### src/rtl/pulse_stretch_prog.sv
// Multi-channel programmable pulse stretcher: each enabled rising edge becomes a
// pulse of len cycles (0 counts as 1), with optional retrigger and dead time.
module pulse_stretch_prog #(
    parameter int WIDTH = 48,
    parameter int CNT_W = 8
) (
    input  logic             clk,
    input  logic             rst,
    input  logic [WIDTH-1:0] in,
    input  logic [WIDTH-1:0] mask,
    input  logic [CNT_W-1:0] len,
    input  logic [CNT_W-1:0] dead,
    input  logic             retrig,
    output logic [WIDTH-1:0] out,
    output logic [WIDTH-1:0] busy,
    output logic [WIDTH-1:0] lost
);

    typedef enum logic [1:0] {
        ST_IDLE    = 2'd0,
        ST_STRETCH = 2'd1,
        ST_DEAD    = 2'd2
    } state_t;

    state_t           state_r     [WIDTH];
    state_t           state_nxt_s [WIDTH];
    logic [CNT_W-1:0] cnt_r       [WIDTH];
    logic [CNT_W-1:0] cnt_nxt_s   [WIDTH];
    logic [WIDTH-1:0] in_d_r;
    logic [WIDTH-1:0] rise_s;
    logic [WIDTH-1:0] lost_nxt_s;
    logic [CNT_W-1:0] len_eff_s;
    logic [CNT_W-1:0] len_load_s;
    logic [CNT_W-1:0] dead_load_s;

    assign rise_s      = in & ~in_d_r & mask;
    assign len_eff_s   = (len == {CNT_W{1'b0}}) ? CNT_W'(1) : len;
    assign len_load_s  = len_eff_s - CNT_W'(1);
    // Only consumed when dead is non-zero, so the underflow at dead==0 is harmless.
    assign dead_load_s = dead - CNT_W'(1);

    // Per-channel next-state, counter and sticky-lost computation.
    always_comb begin
        for (int i = 0; i < WIDTH; i++) begin
            state_nxt_s[i] = state_r[i];
            cnt_nxt_s[i]   = cnt_r[i];
            lost_nxt_s[i]  = lost[i];
            case (state_r[i])
                ST_IDLE: begin
                    if (rise_s[i]) begin
                        state_nxt_s[i] = ST_STRETCH;
                        cnt_nxt_s[i]   = len_load_s;
                    end else begin
                        state_nxt_s[i] = ST_IDLE;
                    end
                end
                ST_STRETCH: begin
                    if (rise_s[i] && retrig) begin
                        cnt_nxt_s[i] = len_load_s;
                    end else begin
                        // An ignored edge is flagged but the running pulse keeps counting.
                        if (rise_s[i]) begin
                            lost_nxt_s[i] = 1'b1;
                        end else begin
                            lost_nxt_s[i] = lost[i];
                        end
                        if (cnt_r[i] != {CNT_W{1'b0}}) begin
                            cnt_nxt_s[i] = cnt_r[i] - CNT_W'(1);
                        end else if (dead == {CNT_W{1'b0}}) begin
                            state_nxt_s[i] = ST_IDLE;
                        end else begin
                            state_nxt_s[i] = ST_DEAD;
                            cnt_nxt_s[i]   = dead_load_s;
                        end
                    end
                end
                ST_DEAD: begin
                    if (rise_s[i]) begin
                        lost_nxt_s[i] = 1'b1;
                    end else begin
                        lost_nxt_s[i] = lost[i];
                    end
                    if (cnt_r[i] == {CNT_W{1'b0}}) begin
                        state_nxt_s[i] = ST_IDLE;
                    end else begin
                        cnt_nxt_s[i] = cnt_r[i] - CNT_W'(1);
                    end
                end
                default: begin
                    state_nxt_s[i] = ST_IDLE;
                    cnt_nxt_s[i]   = {CNT_W{1'b0}};
                end
            endcase
        end
    end

    // State, counters, edge history and registered output decode.
    always_ff @(posedge clk) begin
        if (rst) begin
            // Previous-input history starts high so a level held across reset does not fire.
            in_d_r <= {WIDTH{1'b1}};
            out    <= {WIDTH{1'b0}};
            busy   <= {WIDTH{1'b0}};
            lost   <= {WIDTH{1'b0}};
            for (int i = 0; i < WIDTH; i++) begin
                state_r[i] <= ST_IDLE;
                cnt_r[i]   <= {CNT_W{1'b0}};
            end
        end else begin
            in_d_r <= in;
            lost   <= lost_nxt_s;
            for (int i = 0; i < WIDTH; i++) begin
                state_r[i] <= state_nxt_s[i];
                cnt_r[i]   <= cnt_nxt_s[i];
                out[i]     <= (state_nxt_s[i] == ST_STRETCH);
                busy[i]    <= (state_nxt_s[i] != ST_IDLE);
            end
        end
    end

endmodule

### config.mk
export PLATFORM = sky130hd
export DESIGN_NAME = pulse_stretch_prog
export DESIGN_NICKNAME = d
export VERILOG_FILES = /design/src/rtl/pulse_stretch_prog.sv
export SDC_FILE = /design/constraint.sdc
export NUM_CORES = 2
export LEC_CHECK = 0
export CAP_MARGIN = 20
export CORE_AREA = 2 2 419 421
export DETAILED_ROUTE_END_ITERATION = 8
export DIE_AREA = 0 0 421 423
export GPL_ROUTABILITY_DRIVEN = 0
export PLACE_DENSITY = 0.51
export SYNTH_ARGS = -nofsm -noshare
export SYNTH_HDL_FRONTEND = slang
export SYNTH_SLANG_ARGS = --single-unit
### constraint.sdc
create_clock -name clk -period 5.23 [get_ports clk]
set_input_delay 1.046 -clock clk [delete_from_list [all_inputs] [get_ports clk]]
set_output_delay 1.046 -clock clk [all_outputs]
set_load 0.01 [all_outputs]
Word level (Yosys, flattened, before mapping). Memory sizes are Yosys's and may differ from the RTL's. Cells that the tools add are included.

Register bits: 192. Bits in writable memories: 480. Bits of input ports: 115. Word-level logic and storage cells: 1505. Memories kept: 2.

Memory list: cnt_r (words 48, width 8, read ports 48, clocked after Yosys merged registers in 0, write ports 48, line 27) `logic [CNT_W-1:0] cnt_r [WIDTH];`; state_r (words 48, width 2, read ports 48, clocked after Yosys merged registers in 0, write ports 48, line 25) `state_t state_r [WIDTH];`.

Add/sub/neg operators: 50. Equal/unequal tests: 192. Multiplexer cells: 773. Bitwise operators: 99. Reductions and logical operators: 338.

Operator list (count): $mux 8 (289); $pmux 8 s3 (48); $logic_not 8->1 (50); $sub 8x1->8 const B (50); $mux 2 (193); $reduce_bool 8->1 (48); $pmux 2 s3 (48); $eq 2x1->1 const B (96); $reduce_bool 2->1 (96); $mux 1 (147); $and 48x48->48 (2); $eq 2x2->1 const B (48); $logic_not 2->1 (48); $ne 2x2->1 const B (48); $or 1x1->1 (96); $pmux 1 s2 (48); $reduce_and 2->1 (48); $logic_and 1x1->1 (48); $not 48->48 (1).

Longest topological paths before layout.
Word-level depth: 7. Depth in mapped cells: 14. Gate-level depth less buffers: 10.

Worst setup path after synthesis. OpenSTA, ideal clock, no wires.

Path type: input port to flip-flop. From: input port dead[0]. To: memory cnt_r[26][0] (netlist: cnt_r[1][80]). Library setup time: 70 ps. Data arrival time: 3609 ps. Slack: 1551 ps. Stages on the path: 12. Cells stage by stage: clkbuf_1 > inv_1 > clkbuf_1 > ha_1 > nor3b_1 > nand2_1 > buf_2 > clkbuf_1 > o21ai_0 > a221oi_1 > o221ai_1 > a21oi_1.

RTL lines: from (decl) (line 12) `input logic [CNT_W-1:0] dead,`; to (decl) (line 27).

==> out/qor.txt <==
status: complete, no violations
required time of the critical path: 5.80 ns
critical path type: in2reg
GRT Total Usage: 19.65%
FF-to-FF path depth: 5
WL final: 184000 um
hold slack: 0.4479 ns
total grt overflow: 0
Wirelength per Cell: 22.33 um
via count: 45930
Final Hold Viols: 0
commonest non-fill, non-tap cell in the layout: dfxtp_1
H-tree depth: 3
sequential cell area fraction in the yosys report: 31.20%
worst skew pair latency: 0.72 ns
largest net degree at the start of global routing: 113
startpoint types: primary input
Yosys top cell by area: dfxtp_1
Worst Setup End Kind: register
setup bufs post-CTS: 0
initial antenna violation count: 10
hold path start: lost[37]
Post-DRT Antenna Nets: 0
cts repair resizes: 0
Post-synth ARST share: 0%
# clock sinks: 672
largest stage delay on the critical path: 0.88 ns
Peak supply drop: 0.2262 mV
power per standard cell area: 343.2 nW/um2
DIE HEIGHT: 423 um
crit path max fanout: 10
#FFs+latches synth: 672
post-synthesis cell area: 43120 um2
class of the worst hold path: reg2reg
Final nets: 6021
Layout area overhead: 19.87%
number of global-route vias before repair: 42620
switch share: 35.54%
Via-to-Cell Ratio: 5.574
Setup Skew: 0.04143 ns
drt pass-1 iters: 6
Syn Nets: 5919
Die X: 421 um
combinational power share: 29.3%
Post-route DRC: 0
reg2reg setup slack: 2.09 ns
Seq pwr share: 33.2%
TritonCTS clock tree: yes
max-cap violation count: 0
commonest non-fill, non-tap cells in the layout: 672 x dfxtp_1, 579 x nand2_1, 545 x nor2_1
Post-synth EDFFs: 0
Initial Util: 24.89%
Hold Path End: lost[37]
clk root buf: clkbuf_16
Post-Synthesis Cells: 5727
CTS max path bufs: 3
CP Cell Sequence: clkdlybuf4s50_1 -> or4_1 -> o21a_1 -> nor2_4 -> buf_4 -> o221ai_1 -> a32o_1
final period utilization: 75.93%
Worst Hold Depth: 2
unique cell type count in the Yosys netlist: 98
fin util: 29.83%
area share of the largest cell type after synthesis: 31.20%
layout cell share with drive strength beyond 1: 7.404%
Setup Viol. Count Final: 0
Clock Pin Slew Worst Setup and Hold Paths: 0.06 ns
initial DRC count: 3987
Core Area: 173200 um2
Top FF cell, synth: dfxtp_1
r2r endpoint: cnt_r[0][121]
Crit path buffers/inverters: 2
Slew headroom: 18.78%
crit-path leading delay family: simple AND/OR/NAND/NOR gates
# rows: 153
HPWL Detailed: 125700 um
Lkg Pwr: 19.22 nW
Worst EP arrival: 4.54 ns
Port Buf Inserts: 258
Clock Power Share: 37.5%
synth warn: 0
internal cell power: 11.43 mW
Synth Area per Inst: 7.529 um2
pins over their slew limit: 0
DIE AREA: 178100 um2
RSZ-0062 raised after global routing: false
CP max-delay cell: or4_1
Num CTS Buffers: 86
dominant cells by area after synthesis: dfxtp_1 31%, a21oi_1 5.6%, nand2_1 5.0%
first-pass GRT wire length: 272900 um
final setup TNS: 0 ns
reg-to-reg startpoint: cnt_r[0][123]
worst-margin pin slew: 1.218 ns
IO Pins: 259
Fmax: 251.8 MHz
min cycle time layout: 3.971 ns
P_sw: 6.303 mW
hold_buf cts: 0
## how the worst max path moves through the flow
stage,startpoint,endpoint,slack (ns),cells past startpoint
2_1_floorplan,dead[0],cnt_r[1][80],1.55,12
3_3_place_gp,dead[3],cnt_r[2][47],0.60,8
3_5_place_dp,dead[3],cnt_r[1][63],0.52,8
4_1_cts,dead[3],cnt_r[2][111],1.27,7
5_1_grt,dead[3],cnt_r[0][31],1.18,8
6_report,dead[3],cnt_r[2][111],1.26,7
## power groups by stage
| stage | Clock, mW | Sequential (mW) | Combinational, mW |
|---|---|---|---|
| 5_1_grt | 7.00 | 5.95 | 5.69 |
| 4_1_cts | 6.81 | 5.88 | 5.12 |
| 6_report | 6.64 | 5.89 | 5.20 |
| 3_3_place_gp | 0 | 5.99 | 5.07 |
| 2_1_floorplan | 0 | 5.82 | 3.74 |
| 3_5_place_dp | 0 | 5.99 | 5.10 |
## metrics by stage
step	std cells	total power, mW	setup slack, ns	cell area, um2
finish	8239	17.74	1.259	51680
global route	8233	18.64	1.179	51670
CTS	8223	17.81	1.273	51630
detailed placement	8062	11.08	0.5188	48490
global placement	8061	11.06	0.6010	48460
floorplan	5727	9.559	1.551	43120
## cell type report
type / count / area, um2
sequential: 672 / 13450
clock buffer: 118 / 2505
clock inverter: 43 / 631.9
inverter: 199 / 749.5
fill: 18570 / 121600
timing repair buffer: 378 / 3651
tap: 2325 / 2909
antenna: 12 / 30.03
multi-input combinational: 4492 / 27750
## cells in the mapped netlist, types with 30 or more instances
cell and number:
o2bb2ai_1 35, xnor2_1 141, dfxtp_1 672, clkbuf_1 322, o21ai_0 402, o32ai_1 30
o211ai_1 41, o31ai_1 34, a31oi_1 91, nor4_1 70, ha_1 77, a32o_1 30
or2_2 67, and3b_1 49, nor3_1 218, a22oi_1 46, o22ai_1 108, o221ai_1 53
nand4b_1 44, nor2b_1 67, mux2i_1 53, a211oi_1 83, and3_1 38, nand2_1 580
nor2_1 550, a21oi_1 484, a22o_1 58, and2_1 57, inv_1 194, xor2_1 86
nand3_1 129, nor3b_1 63, a221oi_1 63, or3_1 47, nand2b_1 102, or4_1 32
## metal layers
layer  up-vias  wire, um  GRT usage [%]
li1      21490         -              -
met1     21890     74650          23.93
met2      2025     83300          31.53
met3       514     12580          3.463
met4         6     13430          13.42
met5         -        42              0
## kinds of logic (layout without fill, tap and decap cells)
kind of cell	count (synthesis)	in the layout	share of synthesized area (%)
xor gates and xnor gates	227	227	4.611
AOI/OAI and AO/OA	1920	1920	29.79
DFF	672	672	31.20
and+or+nand+nor	2201	2201	25.61
adders and majority gates	77	77	2.234
muxes	67	67	1.596
buffers and inverters	563	738	4.959
other	0	12	0
## state kept, by name (all words and copies together), names as in the netlist
| register | count |
|---|---|
| state_r | 96 |
| in_d_r | 48 |
| lost | 48 |
| busy | 48 |
| cnt_r | 384 |
| out | 48 |
## worst reg2reg max path, cell delays in order, from the launching register on
cell and delay (ns):
dfxtp_1 0.36, nor4_1 0.88, nand2_1 0.55, o41ai_2 0.83
a2111oi_0 0.20, a211oi_1 0.24
No activity file was read; power rests on OpenSTA's default activity.
